--- src/rtl/seg7_scan_driver.sv ---
// Four-digit multiplexed seven-segment driver with a per-frame BCD latch.
// Optional macro SEG7_LEADING_ZERO_BLANK_EN blanks leading zero digits 3..1.
module seg7_scan_driver #(
  parameter int REFRESH_DIV = 100000,
  parameter int DP_DIGIT    = 2
) (
  input  logic        clk,
  input  logic        resetn,
  input  logic        enable,
  input  logic [15:0] digits_in,
  output logic [3:0]  an,
  output logic [6:0]  seg,
  output logic        dp
);

  localparam int            CW       = (REFRESH_DIV > 2) ? $clog2(REFRESH_DIV) : 1;
  localparam logic [CW-1:0] CNT_LAST = CW'(REFRESH_DIV - 1);
  localparam logic [1:0]    DP_IDX   = 2'(DP_DIGIT);

  logic [CW-1:0] cnt_q, cnt_d;
  logic [1:0]    idx_q, idx_d;
  logic [15:0]   lat_q, lat_d;
  logic [3:0]    an_q, an_d;
  logic [6:0]    seg_q, seg_d;
  logic          dp_q, dp_d;

  logic          frame_start;
  logic [3:0]    nib_w [4];
  logic [3:0]    nib_sel;
  logic [6:0]    glyph;
  logic          lead_zero;

  function automatic logic [6:0] decode(input logic [3:0] v);
    logic [6:0] r;
    r = 7'b0111111;
    case (v)
      4'd0: r = 7'b1000000;
      4'd1: r = 7'b1111001;
      4'd2: r = 7'b0100100;
      4'd3: r = 7'b0110000;
      4'd4: r = 7'b0011001;
      4'd5: r = 7'b0010010;
      4'd6: r = 7'b0000010;
      4'd7: r = 7'b1111000;
      4'd8: r = 7'b0000000;
      4'd9: r = 7'b0010000;
      default: r = 7'b0111111;
    endcase
    return r;
  endfunction

  // Scan counters and frame latch.
  always_comb begin
    frame_start = (cnt_q == '0) && (idx_q == 2'd0);
    lat_d       = frame_start ? digits_in : lat_q;
    cnt_d       = cnt_q;
    idx_d       = idx_q;
    if (!enable) begin
      cnt_d = '0;
      idx_d = 2'd0;
    end else if (cnt_q == CNT_LAST) begin
      cnt_d = '0;
      idx_d = idx_q + 2'd1;
    end else begin
      cnt_d = cnt_q + CW'(1);
    end
  end

  // Decode from the latch's next value so the first digit of a frame
  // already shows the freshly captured data rather than the old frame.
  for (genvar gi = 0; gi < 4; gi++) begin : g_nib
    assign nib_w[gi] = lat_d[4*gi +: 4];
  end

  assign nib_sel = nib_w[idx_q];
  assign glyph   = decode(nib_sel);

`ifdef SEG7_LEADING_ZERO_BLANK_EN
  always_comb begin
    lead_zero = 1'b0;
    case (idx_q)
      2'd3:    lead_zero = (lat_d[15:12] == 4'd0);
      2'd2:    lead_zero = (lat_d[15:8]  == 8'd0);
      2'd1:    lead_zero = (lat_d[15:4]  == 12'd0);
      default: lead_zero = 1'b0;
    endcase
  end
`else
  assign lead_zero = 1'b0;
`endif

  always_comb begin
    an_d  = 4'b1111;
    seg_d = 7'b1111111;
    dp_d  = 1'b1;
    if (enable) begin
      an_d  = ~(4'b0001 << idx_q);
      seg_d = lead_zero ? 7'b1111111 : glyph;
      dp_d  = (idx_q != DP_IDX);
    end
  end

  always_ff @(posedge clk or negedge resetn) begin
    if (!resetn) begin
      cnt_q <= '0;
      idx_q <= 2'd0;
      lat_q <= 16'h0000;
      an_q  <= 4'b1111;
      seg_q <= 7'b1111111;
      dp_q  <= 1'b1;
    end else begin
      cnt_q <= cnt_d;
      idx_q <= idx_d;
      lat_q <= lat_d;
      an_q  <= an_d;
      seg_q <= seg_d;
      dp_q  <= dp_d;
    end
  end

  assign an  = an_q;
  assign seg = seg_q;
  assign dp  = dp_q;

endmodule

--- config.mk ---
export PLATFORM = sky130hd
export DESIGN_NAME = seg7_scan_driver
export DESIGN_NICKNAME = d
export VERILOG_FILES = /design/src/rtl/seg7_scan_driver.sv
export SDC_FILE = /design/constraint.sdc
export NUM_CORES = 1
export LEC_CHECK = 0
export CORE_MARGIN = 2
export CORE_UTILIZATION = 50
export DETAILED_ROUTE_END_ITERATION = 10
export PLACE_DENSITY = 0.8
export SKIP_CTS_REPAIR_TIMING = 1
export SLEW_MARGIN = 20
export SYNTH_ARGS = -nofsm -noshare
export SYNTH_HDL_FRONTEND = slang
export SYNTH_SLANG_ARGS = --single-unit
export TNS_END_PERCENT = 10
--- constraint.sdc ---
create_clock -name clk -period 4.1 [get_ports clk]
set_input_delay 1.23 -clock clk [delete_from_list [all_inputs] [get_ports clk]]
set_output_delay 1.23 -clock clk [all_outputs]
set_load 0.01 [all_outputs]
== Word-level counts from Yosys, hierarchy flattened ==
Memories as Yosys holds them, arrays and structs flattened.
Cells that the tools add are included.

* Add/sub/neg operators: 2
* $lt $le $gt $ge: 1
* Equality and inequality tests: 3
* Shifts and indexed selects: 1
* Mux-type cells: 11
* Bitwise operators: 2
* Reduce and logical (&&, ||, !) cells: 3

{| class="wikitable"
|+ Operators by type and width
! cell !! count
|-
| 17-bit two-way mux || 2
|-
| 17-bit by 1-bit adder with 17-bit output, second input constant || 1
|-
| 17-bit == test, second input constant || 1
|-
| 17-bit zero test || 1
|-
| 16-bit two-way mux || 1
|-
| 4-bit two-way mux || 3
|-
| 4-bit binary-select mux with 2-bit select || 1
|-
| 7-bit two-way mux || 1
|-
| 2-bit two-way mux || 2
|-
| 4-bit NOT || 1
|-
| 1-bit by 2-bit << shifter with 4-bit output, first input constant || 1
|-
| 3-bit greater-or-equal comparator, second input constant || 1
|-
| 2-bit NOT with 3-bit output || 1
|-
| 2-bit by 1-bit adder with 2-bit output, second input constant || 1
|-
| 2-bit zero test || 1
|-
| 2-bit by 1-bit != test with 1-bit output, second input constant || 1
|-
| 2-bit != test, second input constant || 1
|-
| 1-bit logical AND || 1
|-
| 1-bit two-way mux || 1
|}

* Bits in registers: 47
* Memory bits (read-only): 112
* Bits of input ports: 19
* Word-level logic and storage cells: 30
* Memories kept: 1

{| class="wikitable"
|+ Memories
! memory !! depth !! bits a word !! read ports !! clocked after memory_dff !! write ports !! line !! text
|-
| (name not given) || 16 || 7 || 1 || 0 || 0 || 36 || <nowiki>case (v)</nowiki>
|}

== Longest topological paths before layout ==
Gate-level depths: netlist (run 1).
An unclocked memory read counts as a cell.

* Depth after elaboration: 8
* Gate-level depth with buffers: 13

== Least setup slack after synthesis (run 1) ==
Ideal clock, no wire load.

* Kind: register -> register
* From: register idx_q[0]
* To: register seg_q[4] (netlist: seg[4])
* Arrival: 2.949 ns
* Data required time: 4.002 ns
* Path slack: 1.052 ns
* Cell stages (with the launch flop): 14
* Period minus slack after synthesis: 3.048 ns
* Path through: dfrtp_1 > clkbuf_1 > inv_1 > ha_1 > nand3_1 > nor3_4 > buf_6 > mux2_2 > mux4_2 > inv_1 > ha_1 > inv_1 > o21ai_0 > o211ai_1

* Cells in the longest elaborated chain, start to end: 8

{| class="wikitable"
|+ RTL lines
! what !! line !! text
|-
| start: declaration || 21 || <nowiki>logic [1:0] idx_q, idx_d;</nowiki>
|-
| start signal: assignment || 113 || <nowiki>idx_q <= idx_d;</nowiki>
|-
| 2-bit zero test || 54 || <nowiki>frame_start = (cnt_q == '0) && (idx_q == 2'd0);</nowiki>
|-
| 1-bit logical AND || 54 ||
|-
| 16-bit two-way mux || 55 || <nowiki>lat_d = frame_start ? digits_in : lat_q;</nowiki>
|-
| named net lat_d[12] || 22 || <nowiki>logic [15:0] lat_q, lat_d;</nowiki>
|-
| 4-bit binary-select mux with 2-bit select || 75 || <nowiki>assign nib_sel = nib_w[idx_q];</nowiki>
|-
| 4-bit two-way mux (not written as such) (2 in a row) || 75 ||
|-
| memory read 16 x 7 bit || n/a ||
|-
| 7-bit two-way mux || 96 || <nowiki>if (enable) begin</nowiki>
|-
| named net seg_d[4] || 24 || <nowiki>logic [6:0] seg_q, seg_d;</nowiki>
|-
| end signal: assignment || 116 || <nowiki>seg_q <= seg_d;</nowiki>
|-
| end: declaration || 24 ||
|}

The timed path passes the listed nets, and every way through them passes these cells. The select of a mux whose other input is x is not followed.
A chain may end at the register's enable or synchronous reset.

== Worst setup path in the final report (run 1) ==
Same ends and word-level chain as after synthesis.

==> run_results.csv, run 1 <==
group,metric,value,unit
run_status,status,"completed",
setup_path,critPathMaxStageDelay,0.54,ns
route,firstDrtPassIters,4,
setup_path,critPathRequiredTime,4.29,ns
grt,grt_max_degree,47,
clock_tree,clkLatencyLatePin,0.29,ns
route,routed_via_density,5.32,
floorplanning,ios,31,
setup_path,arrival,3.55,ns
logic_synthesis,yosys-top-cells-area,"dfrtp_1 (38%), dfstp_2 (13%), mux2_2 (8.9%), ha_1 (6.6%), mux4_2 (4.9%)",
floorplanning,die_h,71.5,um
route,via_count,1484,
setup_path,r2r_slack,0.73,ns
setup_path,rr_worst_depth,12,
setup_path,cpMaxStageDelayCell,"mux4_2",
finish,diodes,0,
logic_synthesis,synth_most_common_cell,"dfrtp_1",
logic_synthesis,yosysTopAreaCellShare,0.384,
floorplanning,die_w,71.5,um
setup_path,cp_top_family,"multiplexers",
grt,antenna_found_initial,0,
logic_synthesis,synth-async-reset-ratio,1.00,
sta,tightest_slew,0.517,ns
logic_synthesis,ys_top_cells_by_count,"dfrtp_1 (35), nor2_1 (20), mux2_2 (18)",
finish,finalNetCount,257,
clock_tree,cts_tree,"yes",
pwr,power_density,377,mW/mm^2
sta,setup_tns,0,ns
setup_path,path_common_cell,"inv_1",
clock_tree,h-tree-depth,2,
route,wl_per_cell,14.3,um
clock_tree,cts_made_buffers,5,
logic_synthesis,synth-seq-cells,46,
setup_path,start_kind,"flop",
setup_path,path_cells,"inv_1 > ha_1 > nand3_1 > nor3_4 > buf_4 > mux2_2 > mux4_2 > inv_1 > ha_1 > inv_1 > o21ai_0 > o211ai_1",
place,hpwl,2.87,mm
sta,maxSlewViolCount,0,
route,post-route-drc-count,0,
finish,drive_gt1_frac,0.203,
worst_hold_path,hold_path_end,"lat_q[8]",
logic_synthesis,synth-edff-count,0,
setup_path,worstPathMaxFanout,10,
logic_synthesis,ys_types,33,
route,antenna_left,0,
sta,max_slew_margin,0.654,
floorplanning,die-area,0.00511,sq mm
setup_path,end_kind,"flop",
logic_synthesis,syn_area,0.00228,sq mm
logic_synthesis,synthCells,193,
logic_synthesis,syn_area_per_cell,11.8,sq um
grt,grt_overflow,0,
setup_path,reg2reg_to,"seg[4]",
sta,fin_crit,3.37,ns
place,portBuffers,30,
clock_tree,clkTransAtPathRegs,0.08,ns
worst_hold_path,min_from,"lat_q[8]",
sta,finalHoldViolations,0,
floorplanning,std_cell_rows,24,
place,postPlaceCellArea,0.00261,sq mm
job,cap_violations,0,
place,gp_congestion,0.837,
grt,grt_pass1_vias,1465,
setup_path,cp_num_buf_inv,4,
clock_tree,cts_sinks,46,
sta,rsz0062_at_grt,"no",
clock_tree,clock_path_buffers,2,
logic_synthesis,yosysSeqAreaShare,0.511,
sta,fmax,297,MHz
logic_synthesis,syn_nets,224,
grt,grt_pass1_wl,6.92,mm
clock_tree,root_buffer,"clkbuf_8",
logic_synthesis,synth_ff_type,"dfrtp_1",
pwr,power_leakage,1.17,nW
finish,area_growth,19.2,%
route,wirelength,4.00,mm
worst_hold_path,min_path_cells,1,
grt,grt.total_usage,0.172,
logic_synthesis,synth_warnings,0,
route,dr.first_iter.drc_count,151,
sta,setup_violations,0,
finish,design_area,0.00272,sq mm
floorplanning,core,0.00438,sq mm
sta,period_share,0.821,
setup_path,r2r_start,"idx_q[0]",
setup_path,critical_path_class,"flop to flop",
logic_synthesis,yosysTopAreaCell,"dfrtp_1",
worst_hold_path,hold_path.class,"flop to flop",
floorplanning,initial_core_util,0.520,
sta,fin_skew,0.00379,ns
pwr,peakVddDrop,0.175,mV
## final cells by class
class / instances / area (sq um)
Clock inverter: 1 / 5.00
Inverter: 12 / 45.0
Clock buffer: 7 / 86.3
Multi-Input combinational cell: 129 / 1030
Tap cell: 52 / 65.1
Fill cell: 355 / 1670
Sequential cell: 46 / 1160
Timing Repair Buffer: 32 / 323
## worst max-delay path by stage
stage	startpoint	end	slack, ns	cells past startpoint
after detailed placement	idx_q[0]	seg[4]	0.76	12
after global placement	idx_q[0]	seg[1]	0.84	11
final	idx_q[0]	seg[4]	0.73	12
after CTS	idx_q[0]	seg[4]	0.75	12
after global routing	idx_q[0]	seg[4]	0.43	12
after floorplan	idx_q[0]	seg[4]	1.05	13
## worst reg2reg max path, delay by kind of cell, from the launching register on
kind / cells / cell delay [ns]
muxes: 2 / 0.91
DFF: 1 / 0.52
adders and majority gates: 2 / 0.36
and+or+nand+nor: 2 / 0.54
AOI/OAI and AO/OA: 2 / 0.32
buffers and inverters: 4 / 0.62
## cell families (layout without fill, tap and decap cells)
| family | Yosys count | after routing | synth area share |
|---|---|---|---|
| AND/OR/NAND/NOR | 62 | 62 | 0.136 |
| flip-flops | 46 | 46 | 0.511 |
| multiplexers | 27 | 27 | 0.156 |
| buffers and inverters | 18 | 52 | 0.0379 |
| XOR/XNOR | 15 | 15 | 0.0577 |
| AO/OA/AOI/OAI | 13 | 13 | 0.0357 |
| adder cells (fa/ha/maj) | 12 | 12 | 0.0659 |
## layer usage
metal,vias up,global-route usage,wire [um]
li1,726,-,-
met1,726,0.263,1980
met2,30,0.245,1830
met3,2,0.0323,159
met4,0,0.0629,34
met5,-,0,0
## where the power goes
| group | switching (mW) | total, mW | internal [mW] | leakage (nW) |
|---|---|---|---|---|
| combinational | 0.105 | 0.222 | 0.117 | 0.560 |
| clock | 0.139 | 0.275 | 0.136 | 0.0482 |
| sequential | 0.0172 | 0.527 | 0.510 | 0.565 |
## placed cells by master (no fill, tap or decap), types with 2 or more instances in the layout
cell	count
a21oi_1	3
a32oi_1	3
and2_1	2
and3_1	4
clkbuf_8	6
clkdlybuf4s50_1	29
dfrtp_1	35
dfstp_2	11
ha_1	12
inv_1	12
mux2_2	18
mux2i_1	4
mux4_2	5
nand2_1	12
nand3_1	10
nor2_1	20
nor3_1	4
nor4_1	2
o21ai_0	4
xnor2_1	5
xor2_1	10
## metrics by stage
stage                     instances   util  total power, mW  setup WS, ns  hold WS, ns
after global routing            279  0.620             1.08         0.435        0.521
after global placement          270  0.594            0.750         0.835        0.479
after floorplan                 193      -            0.675          1.05        0.468
final                           279  0.620             1.02         0.734        0.499
after CTS                       278  0.615             1.03         0.754        0.502
after detailed placement        270  0.594            0.757         0.758        0.484
## registers in the layout, indices dropped and copies added (netlist names)
signal / count
lat_q: 16
an: 4
idx_q: 2
seg: 7
cnt_q: 17
(Power assumes the default switching activity.)
==> inputs of run 2 (changes only) <==
- clock period: 4.1 -> 3.4 ns (I/O delays scaled with it)
==> run 2 against run 1 <==
Net effect: sequential share of layout area down 0.55 points; clock skew rose by 0.0053 ns; critical path depth shrank 2; wire length increased by 4.8%; largest cell class unchanged; clock-buffer cell count is 2 lower.
==> run_results.csv, run 2 (synthesized netlist as in run 1, its figures left out) <==
group,metric,value,unit
grt,grt_pass1_wl,7.09,mm
clock_tree,clkLatencyLatePin,0.30,ns
setup_path,critPathMaxStageDelay,0.56,ns
finish,layout_commonest_cell,"dfrtp_1",
floorplanning,std_cell_rows,24,
sta,period_share,0.947,
pwr,power.total,1.31,mW
run_status,status,"completed",
sta,finalHoldViolations,0,
place,postPlaceCellArea,0.00264,sq mm
route,routed_via_density,5.29,
clock_tree,cts_tree,"yes",
grt,grt_overflow,0,
setup_path,path_cells,"or4_4 > nor3_4 > buf_4 > mux2_2 > mux4_2 > inv_1 > ha_1 > inv_1 > o21ai_0 > o211ai_1",
sta,tightest_slew,0.562,ns
finish,largest_reg_flops,17,
sta,rsz0062_at_grt,"no",
floorplanning,core,0.00438,sq mm
finish,diodes,0,
route,wirelength,4.19,mm
finish,final_cell_mix,"dfrtp_1 (35), clkdlybuf4s50_1 (29), nor2_1 (20)",
clock_tree,cts_made_buffers,5,
grt,grt_max_degree,47,
floorplanning,die_h,71.5,um
sta,setup_violations,0,
sta,fin_crit,3.22,ns
floorplanning,die-area,0.00511,sq mm
clock_tree,h-tree-depth,2,
route,via_count,1491,
route,post-route-drc-count,0,
route,antenna_left,0,
pwr,power_density,477,mW/mm^2
worst_hold_path,hold_path.class,"flop to flop",
floorplanning,die_w,71.5,um
sta,fmax,310,MHz
route,firstDrtPassIters,4,
route,wl_per_cell,14.9,um
setup_path,worstPathMaxFanout,9,
clock_tree,root_buffer,"clkbuf_8",
setup_path,end_kind,"flop",
route,dr.first_iter.drc_count,70,
setup_path,cpMaxStageDelayCell,"or4_4",
finish,area_growth,20.8,%
clock_tree,cts_sinks,46,
finish,design_area,0.00275,sq mm
setup_path,arrival,3.45,ns
sta,max_slew_margin,0.625,
pwr,power_leakage,1.19,nW
pwr,peakVddDrop,0.309,mV
sta,whs,0.503,ns
place,hpwl,2.94,mm
setup_path,start_kind,"flop",
grt,antenna_found_initial,0,
grt,grt.total_usage,0.181,
sta,setup_tns,0,ns
job,cap_violations,0,
finish,drive_gt1_frac,0.217,
floorplanning,ios,31,
grt,grt_pass1_vias,1482,
finish,finalNetCount,260,
setup_path,critPathRequiredTime,3.63,ns
clock_tree,clock_path_buffers,2,
setup_path,critical_path_class,"flop to flop",
place,portBuffers,30,
setup_path,path_common_cell,"inv_1",
clock_tree,clkTransAtPathRegs,0.09,ns
sta,maxSlewViolCount,0,
finish,regMostFlops,"cnt_q",
floorplanning,initial_core_util,0.520,
sta,fin_skew,0.00906,ns
place,gp_congestion,0.781,
==> run 2: changes by cell type in the layout (fill, tap and decap cells not counted), sizes merged <==
cell | before | now
buf | 3 | 6
clkbuf | 7 | 5
clkinvlp | 0 | 2
bufinv | 0 | 1
clkinv | 1 | 0
==> run 2: path summary, 6_finish.rpt <==
check	endpoint	from	slack (ns)	depth (start not counted)
max	seg[4]	cnt_q[3]	0.18	10
min	lat_q[13]	lat_q[13]	0.50	1
max reg2reg	seg[4]	cnt_q[3]	0.18	10
min reg2reg	lat_q[13]	lat_q[13]	0.50	1
max in group asynchronous	seg[0]	resetn	2.31	1
min in group asynchronous	cnt_q[8]	resetn	0.71	1
==> run 2: where the power goes <==
group | switching [mW] | internal, mW
combinational | 0.128 | 0.142
clock | 0.185 | 0.218
sequential | 0.0223 | 0.615
total | 0.335 | 0.976
==> run 2: layout make-up <==
type | count | area (sq um)
fill | 338 | 1630
sequential | 46 | 1160
multi-input combinational | 129 | 1030
timing repair buffer | 35 | 335
clock buffer | 5 | 68.8
tap | 52 | 65.1
clock inverter | 3 | 45.0
inverter | 12 | 45.0
==> run 2: per-layer routing <==
| layer | wire length, um | GRT usage | up-vias | share of wire |
|---|---|---|---|---|
| li1 | - | - | 730 | - |
| met5 | 0 | 0 | - | 0 |
| met3 | 191 | 0.0478 | 4 | 0.046 |
| met4 | 61 | 0.0629 | 0 | 0.015 |
| met1 | 2010 | 0.261 | 722 | 0.48 |
| met2 | 1930 | 0.267 | 35 | 0.46 |
==> run 2: worst max-delay path, delay by kind of cell, from the launching register on <==
family | cells | cell delay (ns)
flip-flops | 1 | 0.42
multiplexers | 2 | 0.88
adder cells (fa/ha/maj) | 1 | 0.17
AO/OA/AOI/OAI | 2 | 0.30
AND/OR/NAND/NOR | 2 | 0.97
buffers and inverters | 3 | 0.40
==> run 2: stage by stage <==
step	worst slack, ns	utilization	instances
2_1_floorplan	0.352	-	193
3_3_place_gp	0.248	0.601	274
4_1_cts	0.181	0.627	282
6_report	0.179	0.628	282
3_5_place_dp	0.188	0.601	274
5_1_grt	0.0137	0.628	282
==> inputs of run 3 (changes only) <==
==> constraint.sdc (replaced) <==
create_clock -name clk -period 3.4 [get_ports clk]
set_input_delay 1.02 -clock clk [delete_from_list [all_inputs] [get_ports clk]]
set_output_delay 1.02 -clock clk [all_outputs]
set_load 0.005 [all_outputs]
==> results of run 3 <==
Same layout as run 2 (identical final DEF). Status: completed.
Among the figures that moved: total power 1.31 mW -> 1.30 mW
